===== src/rtl/traffic_pkg.sv =====
// Shared encodings for the traffic-light controller's timing interface:
// interval / parameter-select codes, timer state enum and a code-folding helper.
package traffic_pkg;

    localparam logic [1:0] INT_BASE  = 2'b00;
    localparam logic [1:0] INT_EXT   = 2'b01;
    localparam logic [1:0] INT_YEL   = 2'b10;

    localparam logic [1:0] PSEL_BASE = 2'b00;
    localparam logic [1:0] PSEL_EXT  = 2'b01;
    localparam logic [1:0] PSEL_YEL  = 2'b10;

    typedef enum logic {
        IDLE  = 1'b0,
        COUNT = 1'b1
    } timer_state_e;

    // Interval code 11 has no register of its own and runs the base duration.
    function automatic logic [1:0] interval_idx(input logic [1:0] iv);
        return (iv == 2'b11) ? INT_BASE : iv;
    endfunction

endpackage


===== src/rtl/interval_timer_if.sv =====
// Controller <-> interval timer bus. The controller is the master (programs
// durations, starts countdowns); the timer is the slave (returns expired).
// Optional `remaining` display output exists only with INTERVAL_TIMER_REMAIN_EN.
interface interval_timer_if;

    logic       prog_sync;
    logic [1:0] param_sel;
    logic [3:0] time_value;
    logic       start_t;
    logic [1:0] interval;
    logic       expired;
`ifdef INTERVAL_TIMER_REMAIN_EN
    logic [3:0] remaining;

    modport master (
        output prog_sync, param_sel, time_value, start_t, interval,
        input  expired, remaining
    );
    modport slave (
        input  prog_sync, param_sel, time_value, start_t, interval,
        output expired, remaining
    );
`else
    modport master (
        output prog_sync, param_sel, time_value, start_t, interval,
        input  expired
    );
    modport slave (
        input  prog_sync, param_sel, time_value, start_t, interval,
        output expired
    );
`endif

endinterface


===== src/rtl/tick_gen.sv =====
// One-second enable generator: pulses `tick` every TICK_DIV cycles and is
// re-phased to zero by `restart` so each countdown gets whole seconds.
module tick_gen #(
    parameter int TICK_DIV = 100_000_000
) (
    input  logic clk,
    input  logic reset_sync,
    input  logic restart,
    output logic tick
);

    // TICK_DIV=1 would give a zero-width counter; keep one bit that stays 0.
    localparam int DIV_W = (TICK_DIV > 1) ? $clog2(TICK_DIV) : 1;
    localparam logic [DIV_W-1:0] DIV_LAST = DIV_W'(TICK_DIV - 1);

    logic [DIV_W-1:0] div_d;
    logic [DIV_W-1:0] div_q;

    assign tick = (div_q == DIV_LAST);

    // Next divider value: restart and wrap both return to zero.
    always_comb begin
        div_d = div_q;
        if (restart) begin
            div_d = '0;
        end else if (tick) begin
            div_d = '0;
        end else begin
            div_d = div_q + DIV_W'(1);
        end
    end

    // Divider register with synchronous reset.
    always_ff @(posedge clk) begin
        if (reset_sync) begin
            div_q <= '0;
        end else begin
            div_q <= div_d;
        end
    end

endmodule


===== src/rtl/interval_timer.sv =====
// Countdown timer serving the traffic-light controller. Holds three
// programmable durations (base/extended/yellow, 0 restores the default),
// counts the selected one down in 1 s ticks and pulses `expired` for one cycle.
// Optional feature macro: INTERVAL_TIMER_REMAIN_EN adds bus.remaining.
module interval_timer
    import traffic_pkg::*;
#(
    parameter int         TICK_DIV = 100_000_000,
    parameter logic [3:0] T_BASE   = 4'd6,
    parameter logic [3:0] T_EXT    = 4'd3,
    parameter logic [3:0] T_YEL    = 4'd2
) (
    input  logic           clk,
    input  logic           reset_sync,
    interval_timer_if.slave bus
);

    logic [3:0]   reg_base_d, reg_base_q;
    logic [3:0]   reg_ext_d,  reg_ext_q;
    logic [3:0]   reg_yel_d,  reg_yel_q;
    logic [3:0]   count_d,    count_q;
    logic         expired_d,  expired_q;
    timer_state_e state_d,    state_q;
    logic [3:0]   start_val_s;
    logic         tick_s;

    tick_gen #(
        .TICK_DIV (TICK_DIV)
    ) u_tick_gen (
        .clk        (clk),
        .reset_sync (reset_sync),
        .restart    (bus.start_t),
        .tick       (tick_s)
    );

    // Duration register writes; a zero value restores the build-time default.
    always_comb begin
        reg_base_d = reg_base_q;
        reg_ext_d  = reg_ext_q;
        reg_yel_d  = reg_yel_q;
        if (bus.prog_sync) begin
            case (bus.param_sel)
                PSEL_BASE: reg_base_d = (bus.time_value == 4'd0) ? T_BASE : bus.time_value;
                PSEL_EXT:  reg_ext_d  = (bus.time_value == 4'd0) ? T_EXT  : bus.time_value;
                PSEL_YEL:  reg_yel_d  = (bus.time_value == 4'd0) ? T_YEL  : bus.time_value;
                default:   ;
            endcase
        end else begin
            reg_base_d = reg_base_q;
        end
    end

    // Reload value from the registers as they stand now (old value on a simultaneous write).
    always_comb begin
        start_val_s = reg_base_q;
        case (interval_idx(bus.interval))
            INT_EXT: start_val_s = reg_ext_q;
            INT_YEL: start_val_s = reg_yel_q;
            default: start_val_s = reg_base_q;
        endcase
    end

    // Countdown FSM next state; a start overrides the tick's reload but not its expiry pulse.
    always_comb begin
        state_d   = state_q;
        count_d   = count_q;
        expired_d = 1'b0;
        if ((state_q == COUNT) && tick_s) begin
            count_d = count_q - 4'd1;
            if (count_q == 4'd1) begin
                expired_d = 1'b1;
                state_d   = IDLE;
            end else begin
                state_d   = COUNT;
            end
        end else begin
            count_d = count_q;
        end
        if (bus.start_t) begin
            state_d = COUNT;
            count_d = start_val_s;
        end else begin
            state_d = state_d;
        end
    end

    // State, count, output and duration registers with synchronous reset.
    always_ff @(posedge clk) begin
        if (reset_sync) begin
            state_q    <= IDLE;
            count_q    <= 4'd0;
            expired_q  <= 1'b0;
            reg_base_q <= T_BASE;
            reg_ext_q  <= T_EXT;
            reg_yel_q  <= T_YEL;
        end else begin
            state_q    <= state_d;
            count_q    <= count_d;
            expired_q  <= expired_d;
            reg_base_q <= reg_base_d;
            reg_ext_q  <= reg_ext_d;
            reg_yel_q  <= reg_yel_d;
        end
    end

    assign bus.expired = expired_q;
`ifdef INTERVAL_TIMER_REMAIN_EN
    assign bus.remaining = count_q;
`endif

endmodule


===== src/flat_wrapper.sv =====
// flat-port wrapper written by rule: the top's interface ports become plain ports
module interval_timer_flat import traffic_pkg::*;
#(
    parameter int         TICK_DIV = 100_000_000,
    parameter logic [3:0] T_BASE   = 4'd6,
    parameter logic [3:0] T_EXT    = 4'd3,
    parameter logic [3:0] T_YEL    = 4'd2
)
  (clk, reset_sync, bus_prog_sync, bus_param_sel, bus_time_value, bus_start_t, bus_interval, bus_expired);
  interval_timer_if bus_i ();
  input  logic clk;
  input  logic reset_sync;
  input wire logic [$bits(bus_i.prog_sync)-1:0] bus_prog_sync;
  input wire logic [$bits(bus_i.param_sel)-1:0] bus_param_sel;
  input wire logic [$bits(bus_i.time_value)-1:0] bus_time_value;
  input wire logic [$bits(bus_i.start_t)-1:0] bus_start_t;
  input wire logic [$bits(bus_i.interval)-1:0] bus_interval;
  output wire logic [$bits(bus_i.expired)-1:0] bus_expired;
  assign bus_i.prog_sync = bus_prog_sync;
  assign bus_i.param_sel = bus_param_sel;
  assign bus_i.time_value = bus_time_value;
  assign bus_i.start_t = bus_start_t;
  assign bus_i.interval = bus_interval;
  assign bus_expired = bus_i.expired;
  interval_timer #(.TICK_DIV(TICK_DIV), .T_BASE(T_BASE), .T_EXT(T_EXT), .T_YEL(T_YEL)) u_core (.clk(clk), .reset_sync(reset_sync), .bus(bus_i));
endmodule

===== config.mk =====
export PLATFORM = sky130hd
export DESIGN_NAME = interval_timer_flat
export DESIGN_NICKNAME = d
export VERILOG_FILES = /design/src/rtl/traffic_pkg.sv /design/src/rtl/interval_timer_if.sv /design/src/rtl/tick_gen.sv /design/src/rtl/interval_timer.sv /design/src/flat_wrapper.sv
export SDC_FILE = /design/constraint.sdc
export NUM_CORES = 1
export LEC_CHECK = 0
export CORE_MARGIN = 2
export CORE_UTILIZATION = 45
export DETAILED_ROUTE_END_ITERATION = 8
export SLEW_MARGIN = 20
export SYNTH_ARGS = -nofsm -noshare
export SYNTH_HDL_FRONTEND = slang
export SYNTH_SLANG_ARGS = --single-unit

===== constraint.sdc =====
create_clock -name clk -period 3.45 [get_ports clk]
set_input_delay 0.345 -clock clk [delete_from_list [all_inputs] [get_ports clk]]
set_output_delay 0.345 -clock clk [all_outputs]
set_load 0.02 [all_outputs]

==> impl_metrics.csv <==
group,metric,value,unit
critical_path,start_kind,"register",
power,power_frac_clock,43.8,%
timing,hold_slack,0.466,ns
timing,clock_skew,0.00435,ns
floorplan,fp.dieW,73.5,µm
timing,final.period_utilization,68.7,%
timing,finalHoldViolations,0,
cts,cts_hold_buf,0,
logic_synthesis,synth.avg_cell_area,8.87,µm²
power,power_per_cell_area,440,nW/µm²
drt,via_per_inst,5.49,
cts,cts_tree,"done",
timing,finalSetupViolCount,0,
logic_synthesis,synth_ff_type,"dfxtp_1",
timing,rsz0062_at_grt,"no",
global_routing,grt_use_total,17.2,%
global_routing,gr-total-overflow,0,
global_routing,antenna_found_initial,0,
logic_synthesis,ys_seq_elements,45,
finish,layout.nets,274,
worst_hold_path,worstHoldPathType,"reg2reg",
cts,insertion_delay,0.30,ns
critical_path,worstPathArrival,2.55,ns
logic_synthesis,netlist_instances,245,
cts,h-tree-depth,2,
timing,tightest_slew,0.678,ns
critical_path,critPathKind,"reg2reg",
drt,firstDrtPassIters,4,
global_routing,grt_pass1_wl,7130,µm
logic_synthesis,yosysWarnings,0,
critical_path,cp-end-kind,"register",
timing,maxSlewHeadroom,54.4,%
global_routing,grt_pass1_vias,1522,
power,p_leak,0.911,nW
logic_synthesis,syn_area,2170,µm²
timing,fin_setup_tns,0,ns
power,p_seq_share,49.6,%
cts,clock_sinks,45,
logic_synthesis,synthesis.nets,262,
timing,slew_violations,0,
cts,path_clk_slew,0.09,ns
cts,cts-resized-gates,0,
logic_synthesis,ys_types,42,
floorplan,rows,25,
power,total_power,1.08,mW
cts,cts_made_buffers,5,
timing,timing.fmax,422,MHz
drt,wl_per_cell,13.3,µm
finish,syn_to_final_growth,13.4,%
finish,fin_util,52.5,%
floorplan,die_area,5400,µm²
finish,antennaDiodeCount,0,
power,switchingPower,0.228,mW
drt,drtAntennaViolNets,0,
power,switching_share,21.0,%
power,p_comb_share,6.7,%
critical_path,crit_required,3.63,ns
floorplan,core,4690,µm²
drt,drt_iter0_markers,103,
logic_synthesis,ys_seq_area_share,41.5,%
place,hpwl,2950,µm
drt,vias,1713,
status,status,"completed",
finish,drive_above_1_share,7.36,%
finish,layout_common_cells,"nor2_1 (45), dfxtp_1 (45), xor2_1 (14), nand3_1 (12), clkdlybuf4s50_1 (12)",
drt,routed_wl,4140,µm
timing,fin_crit,2.37,ns
drt,drc,0,
power,power.internal,0.856,mW
place,numPortBuffers,12,
cts,cts_buffer_depth,2,
floorplan,die_h,73.5,µm
logic_synthesis,synth-edff-count,0,
cts,cts_setup_buffers,0,
critical_path,critPathMaxFanout,21,
floorplan,start_util,46.3,%
flow_run,drv_cap,0,
finish,fillCellCount,469,
global_routing,grt_max_degree,22,
logic_synthesis,async_flop_share,0,%
power,peakVddDrop,0.282,mV
cts,root_buffer,"clkbuf_8",
place,routabilityCongestion,0.794,
floorplan,ios,13,
## worst max-delay path, stage by stage (launching register included)
cell and delay [ns]:
dfxtp_1 0.38, ha_1 0.20, nand3_1 0.23, nor4_1 0.68, nand3_1 0.27, nand2b_2 0.39, nor2_1 0.09
## Yosys cell counts, drive strengths merged (4+ instances only)
cell type | number | share of area [%]
nor4 | 5 | 2.7
nand4 | 10 | 3.6
and3 | 4 | 1.2
xnor2 | 9 | 3.6
inv | 10 | 1.7
mux2i | 8 | 3.7
a211o | 5 | 2.0
a21oi | 9 | 2.1
nor3 | 6 | 1.6
nor2 | 45 | 7.8
o21ai | 9 | 2.1
nand2 | 10 | 1.7
dfxtp | 45 | 41
nand3 | 12 | 2.8
ha | 5 | 2.9
xor2 | 14 | 5.6
clkbuf | 5 | 0.86
## metrics by stage
| stage | std cells | setup slack, ns | area, µm² |
|---|---|---|---|
| floorplan | 245 | 1.60 | 2170 |
| global placement | 304 | 1.25 | 2330 |
| detailed placement | 304 | 1.10 | 2330 |
| CTS | 312 | 1.08 | 2460 |
| global route | 312 | 0.829 | 2460 |
| finish | 312 | 1.08 | 2460 |
## power by group through the flow
stage	combinational, mW	sequential (mW)	clock [mW]
2_1_floorplan	0.0461	0.548	0
3_3_place_gp	0.0729	0.549	0
3_5_place_dp	0.0724	0.550	0
4_1_cts	0.0726	0.538	0.489
5_1_grt	0.0804	0.539	0.506
6_report	0.0721	0.537	0.474
## layout make-up
| class | instances | area, µm² | area share, % |
|---|---|---|---|
| clock buffers | 5 | 68.8 | 2.79 |
| inverters | 10 | 37.5 | 1.52 |
| repair buffers | 13 | 128 | 5.18 |
| flip-flops and latches | 45 | 901 | 36.6 |
| multi-input cells | 182 | 1190 | 48.4 |
| clock inverters | 3 | 68.8 | 2.79 |
| well taps | 54 | 67.6 | 2.74 |
## registers in the layout (all words and copies together), names as in the netlist
register / count
u_core.reg_base_q: 4
u_core.bus.expired: 1
u_core.u_tick_gen.div_q: 27
u_core.count_q: 4
u_core.state_q: 1
u_core.reg_ext_q: 4
u_core.reg_yel_q: 4
## per-layer routing
layer	vias to the layer above	track usage, %	part of all wire [%]
met1	794	25.2	52
li1	892	-	-
met3	8	3.70	3.2
met4	0	7.27	1.9
met5	-	0	0
met2	19	24.1	43
## cells by family after synthesis
group | after synthesis | share of synthesized area [%]
simple gates | 109 | 27.6
flops | 45 | 41.5
compound gates | 37 | 11.4
xor+xnor | 23 | 9.27
buf+inv | 18 | 3.63
mux | 8 | 3.69
fa+ha+maj | 5 | 2.88
## path summary, 6_finish.rpt
| kind | start | to | slack, ns | cells past startpoint |
|---|---|---|---|---|
| setup / recovery | u_core.u_tick_gen.div_q[0] | u_core.u_tick_gen.div_q[23] | 1.08 | 6 |
| hold / removal | u_core.reg_base_q[1] | u_core.reg_base_q[1] | 0.47 | 1 |
| setup reg to reg | u_core.u_tick_gen.div_q[0] | u_core.u_tick_gen.div_q[23] | 1.08 | 6 |
| hold reg to reg | u_core.reg_base_q[1] | u_core.reg_base_q[1] | 0.47 | 1 |
(Power assumes the default switching activity.)
